--- src/rtl/imem_loader.sv ---
// Byte-stream program loader: packs MSB-first bytes into 32-bit words, writes them
// to instruction memory from address 0 and releases cpu_hold once the whole program is in.
module imem_loader #(
    parameter int ADDR_W = 8
) (
    input  logic              clk,
    input  logic              reset,
    input  logic              start,
    input  logic [ADDR_W:0]   len,
    input  logic              abort,
    input  logic              byte_valid,
    input  logic [7:0]        byte_data,
    output logic              byte_ready,
    output logic              mem_we,
    output logic [ADDR_W-1:0] mem_addr,
    output logic [31:0]       mem_wdata,
    output logic              busy,
    output logic              done,
    output logic              err,
    output logic              cpu_hold
);

    // state | meaning
    // IDLE  | waiting for start; cpu_hold keeps its last value
    // RECV  | accepting bytes of the current word
    // WRITE | one-cycle memory write of the assembled word
    // DONE  | one-cycle completion pulse, processor released
    typedef enum logic [1:0] {S_IDLE, S_RECV, S_WRITE, S_DONE} state_t;

    localparam logic [ADDR_W:0] MAX_LEN = {1'b1, {ADDR_W{1'b0}}};
    localparam logic [ADDR_W:0] ONE     = {{ADDR_W{1'b0}}, 1'b1};

    state_t              state, state_nxt;
    logic [ADDR_W:0]     len_q;
    logic [ADDR_W-1:0]   word_idx;
    logic [1:0]          byte_cnt;
    logic [31:0]         asm_q;

    logic                xfer, len_ok, last_word;
    logic [31:0]         asm_word;
    logic                byte_ready_nxt, mem_we_nxt, busy_nxt, done_nxt, err_nxt, cpu_hold_nxt;
    logic [ADDR_W-1:0]   mem_addr_nxt;
    logic [31:0]         mem_wdata_nxt;

    assign xfer      = byte_valid && byte_ready;
    assign len_ok    = (len != '0) && (len <= MAX_LEN);
    assign last_word = ({1'b0, word_idx} == (len_q - ONE));
    assign asm_word  = {asm_q[23:0], byte_data};

    always_ff @(posedge clk or negedge reset) begin
        if (!reset) begin
            state      <= S_IDLE;
            len_q      <= '0;
            word_idx   <= '0;
            byte_cnt   <= '0;
            asm_q      <= '0;
            byte_ready <= 1'b0;
            mem_we     <= 1'b0;
            mem_addr   <= '0;
            mem_wdata  <= '0;
            busy       <= 1'b0;
            done       <= 1'b0;
            err        <= 1'b0;
            cpu_hold   <= 1'b1;
        end else begin
            state      <= state_nxt;
            byte_ready <= byte_ready_nxt;
            mem_we     <= mem_we_nxt;
            mem_addr   <= mem_addr_nxt;
            mem_wdata  <= mem_wdata_nxt;
            busy       <= busy_nxt;
            done       <= done_nxt;
            err        <= err_nxt;
            cpu_hold   <= cpu_hold_nxt;
            if (state == S_IDLE && state_nxt == S_RECV) begin
                len_q    <= len;
                word_idx <= '0;
                byte_cnt <= '0;
            end
            if (state == S_RECV && xfer && !abort) begin
                asm_q    <= asm_word;
                byte_cnt <= byte_cnt + 2'd1;
            end
            if (state == S_WRITE && state_nxt == S_RECV) begin
                word_idx <= word_idx + ADDR_W'(1);
                byte_cnt <= '0;
            end
        end
    end

    always_comb begin
        state_nxt = state;
        case (state)
            S_IDLE: begin
                if (start && len_ok) state_nxt = S_RECV;
            end
            S_RECV: begin
                if (abort)                         state_nxt = S_IDLE;
                else if (xfer && byte_cnt == 2'd3) state_nxt = S_WRITE;
            end
            S_WRITE: begin
                if (abort)          state_nxt = S_IDLE;
                else if (last_word) state_nxt = S_DONE;
                else                state_nxt = S_RECV;
            end
            S_DONE:  state_nxt = S_IDLE;
            default: state_nxt = S_IDLE;
        endcase
    end

    // Outputs are registered from the next state so they line up with it.
    always_comb begin
        byte_ready_nxt = (state_nxt == S_RECV);
        mem_we_nxt     = (state_nxt == S_WRITE);
        mem_addr_nxt   = mem_we_nxt ? word_idx : mem_addr;
        mem_wdata_nxt  = mem_we_nxt ? asm_word : mem_wdata;
        busy_nxt       = (state_nxt == S_RECV) || (state_nxt == S_WRITE);
        done_nxt       = (state_nxt == S_DONE);
        err_nxt        = ((state == S_IDLE) && start && !len_ok) ||
                         (((state == S_RECV) || (state == S_WRITE)) && abort);
        cpu_hold_nxt   = cpu_hold;
        if (state == S_IDLE && state_nxt == S_RECV) cpu_hold_nxt = 1'b1;
        if (state_nxt == S_DONE)                    cpu_hold_nxt = 1'b0;
    end

endmodule

--- config.mk ---
export PLATFORM = sky130hd
export DESIGN_NAME = imem_loader
export DESIGN_NICKNAME = d
export VERILOG_FILES = /design/src/rtl/imem_loader.sv
export SDC_FILE = /design/constraint.sdc
export NUM_CORES = 1
export LEC_CHECK = 0
export ABC_AREA = 1
export BUFFER_PORTS_ARGS = -buffer_cell sky130_fd_sc_hd__buf_2
export CORE_UTILIZATION = 40
export DETAILED_ROUTE_END_ITERATION = 12
export GPL_ROUTABILITY_DRIVEN = 0
export PLACE_DENSITY = 0.58
export SLEW_MARGIN = 15
export SYNTH_ARGS = -nofsm -noshare
export SYNTH_HDL_FRONTEND = slang
export SYNTH_SLANG_ARGS = --single-unit
--- constraint.sdc ---
create_clock -name clk -period 4.5 [get_ports clk]
set_clock_uncertainty 0.1 [all_clocks]
set_input_delay 0.225 -clock clk [delete_from_list [all_inputs] [get_ports clk]]
set_output_delay 0.225 -clock clk [all_outputs]
set_load 0.05 [all_outputs]
==> metrics.cfg, run 1 <==
[run_status]
status=finished, final reports clean

[finish]
fillers=916
area_growth_pct=18.7
diodes=0
multiInputGateArea_mm2=0.00139
nets=541
seq_area_mm2=0.00228
drive_above_1_share_pct=23.0

[routing]
first_iter_violations=131
viasPerCell=4.72
drc=0
first_pass_iters=4
drtAntennaViolNets=0
vias=3036
wirelength_um=7890
avgRoutedWirePerCell_um=12.3

[worst_setup_path]
worst_setup_path_end_kind=flip-flop
required_ns=4.68
startpoint=state[0]
critPathMaxFanout=39
reg2reg_to=mem_wdata[2]
start_kind=flip-flop
critical_path_arrival_ns=3.43
reg2reg_depth=14
worstSetupPathType=flip-flop to flip-flop
r2r_slack_ns=1.25
reg2reg_from=state[0]

[clocking]
cts_max_path_buffers=2
cts_tree=done
cts_made_buffers=9
cts-root-buf=clkbuf_8
insertion_delay_ns=0.35
cts_setup_buffers=0
clkTransAtPathRegs_ns=0.10
htreeDepth=3
clock-sinks=91

[sta]
max_freq_mhz=307
hold_violations=0
period_share_pct=72.3
rsz0062_at_grt=false
setup_viol=0
slew_headroom_pct=49.6
tightest_slew_ns=0.756
maxSlewViolCount=0
period_needed_ns=3.25
fin_setup_tns_ns=0

[yosys]
ys_top_cells_by_area=dfrtp_1 (57%), nand2_1 (7.9%), inv_1 (5.0%)
ys_warn_count=0
synth_top_area_share_pct=56.9
synth-seq-cells=91
synth_edf_count=0
postSynthAreaPerCell_um2=9.07
syn_nets=468
synth_cell_types=28
synthMostInstantiatedCell=dfrtp_1
synth_flop_cell=dfrtp_1
yosys-top-cells-count=dfrtp_1 (90), nand2_1 (83), inv_1 (53)
async_flop_share_pct=100
yosysTopAreaCell=dfrtp_1
ys_seq_area_share_pct=57.6
syn_area_mm2=0.00396
synth_cells=436

[min_path]
hp-start=byte_data[6]
holdPathEnd=mem_wdata[6]
hp-class=input port to flip-flop
hold_depth=3

[run]
cap_viol_max_count=0

[global_routing]
grt_pass1_vias=2881
grt_max_degree=53
grt_pass1_wl_um=13900
met1_usage_pct=26.2
grt-ovfl-total=0
grt-busiest-layer=met1
gr-usage-all-layers_pct=17.4
antenna_found_initial=0
met2_usage_pct=25.1
grt.met3_usage_pct=2.28

[floorplanning]
io_pins=68
num_rows=35
initial_utilization_pct=42.0
core_mm2=0.00942
fp.dieW_um=101
fp.dieH_um=101
dieArea_mm2=0.0103

[place]
io_buffer_count=67
hpwl_um=5610

metal layers:
| metal | share of wire (%) | vias up | wire length, um |
|---|---|---|---|
| li1 | - | 1535 | - |
| met5 | 0 | - | 0 |
| met1 | 52 | 1418 | 4100 |
| met4 | 1.7 | 0 | 138 |
| met3 | 3.6 | 12 | 285 |
| met2 | 43 | 71 | 3370 |
sequential cells by signal (all words and copies together) (netlist names), 2 cells and up:
register and flops:
mem_wdata 32, asm_q 24, len_q 9, mem_addr 8
word_idx 8, byte_cnt 2, state 2
area by class of cell:
class	instances	share of cell area [%]
flip-flops and latches	91	48.5
multi-input cells	269	29.5
repair buffers	76	8.96
inverters	62	4.96
well taps	129	3.44
clock buffers	9	2.64
clock inverters	7	1.92
stage by stage:
stage,std cells,utilization (%),setup WS [ns],hold WS [ns],cell area [um^2]
after floorplan,436,-,2.03,-0.171,3960
after detailed placement,621,46.9,1.24,0.209,4420
final,643,49.8,1.25,0.0158,4690
after global placement,621,46.9,1.39,0.208,4420
after global routing,643,49.8,0.882,0.00758,4690
after CTS,643,49.8,1.22,0.00212,4690
how the worst max path moves through the flow:
stage / endpoint / slack (ns) / depth (start not counted)
4_1_cts: mem_addr[6] / 1.22 / 14
5_1_grt: mem_addr[4] / 0.88 / 14
3_5_place_dp: mem_addr[6] / 1.24 / 14
6_report: mem_wdata[2] / 1.25 / 14
3_3_place_gp: mem_addr[2] / 1.39 / 14
2_1_floorplan: mem_wdata[26] / 2.03 / 14
critical path, cell delays in order, from the launching register on:
cell,delay [ns]
dfrtp_1,0.41
inv_1,0.13
ha_1,0.21
inv_1,0.05
nor2_1,0.17
nand3_1,0.12
nor2_2,0.11
nand3_1,0.11
nor2_4,0.10
nand3_2,0.08
a21oi_2,0.19
ha_2,0.71
buf_4,0.43
nor2_1,0.09
a21oi_1,0.12
kinds of logic after synthesis:
family / synth area share, %
adder cells (fa/ha/maj): 3.16
flip-flops: 57.6
buffers and inverters: 7.40
AND/OR/NAND/NOR: 16.8
AO/OA/AOI/OAI: 11.3
XOR/XNOR: 1.11
multiplexers: 2.56
cells in the final DEF, fill, tap and decap left out, types with 6 or more instances in the layout:
cell and instances:
inv_1 53, nand3_1 17, a21oi_1 33, nor2_1 47, buf_2 66, dlygate4sd3_1 6
dfrtp_1 90, ha_1 9, o21ai_0 36, nor2_2 7, inv_2 9, clkbuf_8 9
nand2_1 83, mux2_2 9, o21ai_1 7
timing repair:
action,in CTS,in global routing
hold buffers,6,0
resized for setup,0,0
endpoints found under the hold margin,55,0
Power of run 1 is not shown: default switching activity piles up to over one toggle a cycle in this logic, so the estimate is an artifact.
==> run 2, diff against run 1 <==
Settings changed: ABC_AREA 1 to 0, PLACE_DENSITY 0.58 to 0.6.
Clock period 4.5 ns to 2.9 ns, I/O delays scaled along.
==> metrics.cfg, run 2 <==
[run_status]
status=finished, final reports clean  ; unchanged

[yosys]
syn_area_mm2=0.00401  ; was 0.00396 mm^2
synth_top_area_share_pct=56.1  ; was 56.9%
synth_edf_count=0  ; unchanged
synth-seq-cells=91  ; unchanged
yosys-top-cells-count=dfrtp_1 (90), mux2_2 (74), nand2_1 (11)  ; was dfrtp_1 (90), nand2_1 (83), inv_1 (53)
synth_flop_cell=dfrtp_1  ; unchanged
ys_warn_count=0  ; unchanged
synthMostInstantiatedCell=dfrtp_1  ; unchanged
syn_nets=331  ; was 468
async_flop_share_pct=100  ; unchanged
synth_cell_types=46  ; was 28
synth_cells=299  ; was 436
ys_seq_area_share_pct=56.8  ; was 57.6%
postSynthAreaPerCell_um2=13.4  ; was 9.07 um^2
yosysTopAreaCell=dfrtp_1  ; unchanged
ys_top_cells_by_area=dfrtp_1 (56%), mux2_2 (21%), ha_1 (3.1%)  ; was dfrtp_1 (57%), nand2_1 (7.9%), inv_1 (5.0%)

[finish]
nets=445  ; was 541
area_growth_pct=38.2  ; was 18.7%
fin_util_pct=57.0  ; was 49.8%
drive_above_1_share_pct=49.8  ; was 23.0%
final_common_cell=dfrtp_1  ; unchanged
reg_top3=mem_wdata x32, asm_q x24, len_q x9  ; unchanged
largest_reg_flops=32  ; unchanged
final_cell_mix=dfrtp_1 (90), buf_2 (66), mux2_4 (40), mux2_2 (34), buf_4 (21)  ; was dfrtp_1 (90), nand2_1 (83), buf_2 (66), inv_1 (53), nor2_1 (47)
diodes=0  ; unchanged
fin_area_mm2=0.00554  ; was 0.00469 mm^2
fillers=863  ; was 916
top_register=mem_wdata  ; unchanged

[worst_setup_path]
worstSetupPathType=flip-flop to flip-flop  ; unchanged
critical_path_arrival_ns=3.01  ; was 3.43 ns
reg2reg_depth=11  ; was 14
worst_setup_path_end_kind=flip-flop  ; unchanged
critPathSlowestCell=or3_4  ; was ha_2
crit_chain=inv_1, ha_4, or3_4, nor4b_4, a2111o_1, nand4_1, o31ai_4, ha_4, buf_8, clkbuf_16, mux2_4  ; was inv_1, ha_1, inv_1, nor2_1, nand3_1, nor2_2, nand3_1, nor2_4, nand3_2, a21oi_2, ha_2, buf_4, nor2_1, a21oi_1
cp_num_buf_inv=3  ; unchanged
max_stage_delay_ns=0.41  ; was 0.71 ns
crit_cells=11  ; was 14
start_kind=flip-flop  ; unchanged
path_delay_family=simple AND/OR/NAND/NOR gates  ; was adder cells
critPathMaxFanout=5  ; was 39
critPathMostFrequentCell=ha_4
required_ns=3.05  ; was 4.68 ns

[sta]
max_freq_mhz=349  ; was 307 MHz
setup_viol=0  ; unchanged
period_share_pct=98.7  ; was 72.3%
tightest_slew_ns=0.601  ; was 0.756 ns
fin_setup_tns_ns=0  ; unchanged
slew_headroom_pct=59.8  ; was 49.6%
maxSlewViolCount=0  ; unchanged
rsz0062_at_grt=true  ; was false
hold_violations=0  ; unchanged
period_needed_ns=2.86  ; was 3.25 ns

[clocking]
clock-sinks=91  ; unchanged
insertion_delay_ns=0.37  ; was 0.35 ns
clkTransAtPathRegs_ns=0.09  ; was 0.10 ns
cts_made_buffers=9  ; unchanged
htreeDepth=3  ; unchanged
cts_tree=done  ; unchanged
cts_max_path_buffers=2  ; unchanged
cts-root-buf=clkbuf_8  ; unchanged

[floorplanning]
initial_utilization_pct=41.2  ; was 42.0%
fp.dieW_um=102  ; was 101 um
num_rows=36  ; was 35
io_pins=68  ; unchanged
fp.dieH_um=102  ; was 101 um
dieArea_mm2=0.0104  ; was 0.0103 mm^2
core_mm2=0.00973  ; was 0.00942 mm^2

[min_path]
hp-class=input port to async pin  ; was input port to flip-flop

[power]
finalPower_mw=3.90
swShare_pct=32.3
switching_power_mw=1.26
power-per-cell-area_mw_per_mm2=703
p_int_mw=2.64
p_clk_share_pct=25.6
p_leak_nw=2.68
seq_power_share_pct=43.4
combinationalPowerShare_pct=31.0
ir_drop_mv=0.395

[routing]
wirelength_um=9300  ; was 7890 um
drc=0  ; unchanged
viasPerCell=5.10  ; was 4.72
avgRoutedWirePerCell_um=16.9  ; was 12.3 um
vias=2809  ; was 3036
first_iter_violations=87  ; was 131
first_pass_iters=4  ; unchanged
drtAntennaViolNets=0  ; unchanged

[place]
hpwl_um=5560  ; was 5610 um
io_buffer_count=67  ; unchanged
placed_cell_area_mm2=0.00464  ; was 0.00442 mm^2

[global_routing]
grt_pass1_vias=2848  ; was 2881
antenna_found_initial=0  ; unchanged
grt_max_degree=41  ; was 53
grt-ovfl-total=0  ; unchanged
grt_pass1_wl_um=14100  ; was 13900 um
gr-usage-all-layers_pct=18.0  ; was 17.4%

[run]
cap_viol_max_count=0  ; unchanged

[run 2: changes by cell type in the layout (fill, tap and decap cells not counted), sizes merged, moves of 14 or more]
cell         delta
o21ai          -35
inv            -61
nor2           -46
buf            +24
dlygate4sd3    +14
a21oi          -29
nand2          -73
mux2           +65
[run 2: timing repair]
action,in CTS,in global routing
buffers inserted,2,4
endpoints found under the setup margin,41,59
endpoints found under the hold margin,64,0
resized for setup,0,62
pin swaps,3,6
cloned,1,6
hold buffers,20,0
[run 2: worst reg2reg max path, delay by kind of cell (launching register included)]
family	cells	cell delay [ns]
DFF	1	0.35
buffers and inverters	3	0.37
muxes	1	0.30
AOI/OAI and AO/OA	2	0.45
adders and majority gates	2	0.38
and+or+nand+nor	3	0.80
[run 2: worst paths after layout]
check	start	to	slack [ns]
worst max-delay path	len_q[0]	mem_wdata[14]	0.04
worst min-delay path	reset	len_q[5]	0.19
worst max register to register	len_q[0]	mem_wdata[14]	0.04
worst min register to register	asm_q[19]	mem_wdata[27]	0.41
max in group asynchronous	reset	cpu_hold	1.71
min in group clk	abort	state[0]	0.29
[run 2: cells by family after synthesis]
kind of cell	share of synthesized area (%)
buffers and inverters	2.15
xor gates and xnor gates	2.18
AOI/OAI and AO/OA	6.02
adders and majority gates	3.12
DFF	56.8
muxes	21.8
and+or+nand+nor	7.98
[run 2: area by class of cell]
cell class / count / area (um^2) / area share (%)
clock buffer: 13 / 169 / 3.05
inverter: 6 / 22.5 / 0.406
multi-input combinational: 187 / 1920 / 34.6
timing repair buffer: 118 / 921 / 16.6
sequential: 91 / 2280 / 41.1
clock inverter: 3 / 68.8 / 1.24
tap: 133 / 166 / 3.00
[run 2: power by group through the flow]
stage / Sequential [mW] / Clock (mW) / Combinational [mW]
floorplan: 1.72 / 0 / 0.726
global placement: 1.69 / 0 / 1.04
detailed placement: 1.70 / 0 / 1.06
CTS: 1.68 / 1.02 / 1.10
global route: 1.73 / 1.07 / 1.33
finish: 1.69 / 0.997 / 1.21
[run 2: metal layers]
| metal | up-vias | track usage, % | wire length [um] |
|---|---|---|---|
| li1 | 1306 | - | - |
| met1 | 1418 | 22.5 | 4250 |
| met2 | 69 | 28.5 | 4410 |
| met3 | 16 | 6.09 | 481 |
| met4 | 0 | 7.91 | 156 |
| met5 | - | 0 | 0 |
[run 2: per-stage QoR]
stage,std cells,hold WS (ns),setup slack (ns)
2_1_floorplan,299,-0.251,0.00524
3_3_place_gp,502,0.0519,0.0456
3_5_place_dp,502,0.0562,-0.00230
4_1_cts,541,0.202,-0.0126
5_1_grt,551,0.251,-0.0976
6_report,551,0.195,0.0388
Note: power is estimated with default switching activity, not from simulation.
==> run 3, diff against run 2 <==
Settings changed: PLACE_DENSITY 0.6 to 0.58.
Clock period 2.9 ns to 3.7 ns, I/O delays scaled along.
==> metrics.cfg, run 3 (synthesized netlist as in run 2, its figures left out) <==
[sta]
maxSlewViolCount=0  ; unchanged
max_freq_mhz=287  ; was 349 MHz
hold_ws_ns=0.301  ; was 0.195 ns
hold_violations=0  ; unchanged
period_needed_ns=3.49  ; was 2.86 ns
slew_headroom_pct=46.2  ; was 59.8%
rsz0062_at_grt=true  ; unchanged
setup_ws_ns=0.213  ; was 0.0388 ns
period_share_pct=94.2  ; was 98.7%
setup_viol=0  ; unchanged
fin_setup_tns_ns=0  ; unchanged
tightest_slew_ns=0.807  ; was 0.601 ns

[place]
io_buffer_count=67  ; unchanged
post-place-ws_ns=0.218  ; was -0.00230 ns
hpwl_um=5310  ; was 5560 um
placed_cell_area_mm2=0.00451  ; was 0.00464 mm^2

[routing]
dr.max_layer_used=met4  ; unchanged
vias=2620  ; was 2809
first_iter_violations=62  ; was 87
drtAntennaViolNets=0  ; unchanged
viasPerCell=4.99  ; was 5.10
avgRoutedWirePerCell_um=14.8  ; was 16.9 um
wirelength_um=7780  ; was 9300 um
first_pass_iters=4  ; unchanged
wl_met1_um=3510  ; was 4250 um
wl_met2_um=3710  ; was 4410 um
drc=0  ; unchanged
dr_wl_met3_um=414  ; was 481 um

[clocking]
cts_tree=done  ; unchanged
htreeDepth=3  ; unchanged
cts-root-buf=clkbuf_8  ; unchanged
cts_max_path_buffers=2  ; unchanged
clock-sinks=91  ; unchanged
cts_made_buffers=9  ; unchanged
clkTransAtPathRegs_ns=0.09  ; about the same
insertion_delay_ns=0.37  ; about the same
cts_resized=0  ; unchanged

[run_status]
status=finished, final reports clean  ; unchanged

[finish]
fin_area_mm2=0.00491  ; was 0.00554 mm^2
area_growth_pct=22.3  ; was 38.2%
top_register=mem_wdata  ; unchanged
nets=420  ; was 445
drive_above_1_share_pct=43.1  ; was 49.8%
fillers=929  ; was 863
final_common_cell=dfrtp_1  ; unchanged
final_cell_mix=dfrtp_1 (90), mux2_2 (74), buf_2 (66), dlygate4sd3_1 (20), nand2_1 (11)  ; was dfrtp_1 (90), buf_2 (66), mux2_4 (40), mux2_2 (34), buf_4 (21)
largest_reg_flops=32  ; unchanged
reg_top3=mem_wdata x32, asm_q x24, len_q x9  ; unchanged
fin_util_pct=50.5  ; was 57.0%
diodes=0  ; unchanged

[worst_setup_path]
worstSetupPathType=flip-flop to flip-flop  ; unchanged
required_ns=3.85  ; was 3.05 ns
critical_path_arrival_ns=3.64  ; was 3.01 ns
worst_setup_path_end_kind=flip-flop  ; unchanged
critPathMaxFanout=25  ; was 5
start_kind=flip-flop  ; unchanged

[min_path]
hp-class=input port to flip-flop  ; was input port to async pin

[floorplanning]
core_mm2=0.00973  ; unchanged
io_pins=68  ; unchanged
fp.dieH_um=102  ; unchanged
num_rows=36  ; unchanged
dieArea_mm2=0.0104  ; unchanged
initial_utilization_pct=41.2  ; unchanged
fp.dieW_um=102  ; unchanged

[power]
combinationalPowerShare_pct=27.3  ; was 31.0%
swShare_pct=33.5  ; was 32.3%
seq_power_share_pct=47.9  ; was 43.4%
ir_drop_mv=0.226  ; was 0.395 mV
switching_power_uw=928  ; was 1.26 mW
p_int_mw=1.85  ; was 2.64 mW
p_leak_nw=2.43  ; was 2.68 nW
p_clk_share_pct=24.8  ; was 25.6%
power-per-cell-area_mw_per_mm2=565  ; was 703 mW/mm^2

[global_routing]
antenna_found_initial=0  ; unchanged
grt_max_degree=65  ; was 41
grt-ovfl-total=0  ; unchanged
grt_pass1_wl_um=13100  ; was 14100 um
grt_pass1_vias=2714  ; was 2848
gr-usage-all-layers_pct=16.8  ; was 18.0%

[run]
cap_viol_max_count=0  ; unchanged

[run 3: cell types whose count changed in the layout (fill, tap and decap cells not counted), sizes merged]
cell      change
buf          -21
clkbuf        -8
inv           +3
clkinvlp      +2
bufinv        -1
clkinv        -1
[run 3: timing repair]
action	4_1_cts	5_1_grt
setup buffers	0	0
hold buffers	20	0
setup endpoints to repair	0	1
endpoints found under the hold margin	88	0
[run 3: worst paths after layout]
| kind | startpoint | endpoint | slack (ns) | depth (start not counted) |
|---|---|---|---|---|
| setup / recovery | len_q[1] | mem_wdata[16] | 0.21 | 10 |
| hold / removal | abort | state[0] | 0.30 | 4 |
| setup reg to reg | len_q[1] | mem_wdata[16] | 0.21 | 10 |
| hold reg to reg | asm_q[18] | mem_wdata[26] | 0.41 | 1 |
| max in group asynchronous | reset | asm_q[16] | 2.25 | 3 |
| min in group asynchronous | reset | len_q[6] | 0.36 | 2 |
[run 3: routing by layer]
metal  GRT usage [%]  up-vias
li1                -     1262
met1            21.3     1292
met2            26.9       53
met3            5.06       13
met4            6.81        0
met5               0        -
[run 3: power by group through the flow]
stage | combinational, mW | sequential (mW) | clock [mW]
2_1_floorplan | 0.535 | 1.35 | 0
3_3_place_gp | 0.729 | 1.34 | 0
3_5_place_dp | 0.744 | 1.35 | 0
4_1_cts | 0.768 | 1.33 | 0.708
5_1_grt | 0.843 | 1.36 | 0.750
6_report | 0.758 | 1.33 | 0.687
[run 3: stage by stage]
stage               total power, mW  std cells
floorplan                      1.88        299
global placement               2.07        490
detailed placement             2.10        490
CTS                            2.81        525
global route                   2.96        525
finish                         2.77        525
[run 3: worst max-delay path, cell delays in order, from the launching register on]
cell and delay (ns):
dfrtp_1 0.52, inv_1 0.08, ha_1 0.27, or3_4 0.42
nor4b_2 0.24, a2111o_1 0.15, nand4_1 0.12, o31ai_1 0.44
ha_2 0.44, buf_12 0.22, mux2_2 0.35
[run 3: final cells by class]
| type | instances | area [um^2] | area share [%] |
|---|---|---|---|
| clock buffer | 9 | 124 | 2.52 |
| clock inverter | 6 | 71.3 | 1.45 |
| inverter | 6 | 22.5 | 0.459 |
| multi-input combinational | 187 | 1650 | 33.6 |
| sequential | 91 | 2280 | 46.4 |
| tap | 133 | 166 | 3.39 |
| timing repair buffer | 93 | 596 | 12.1 |
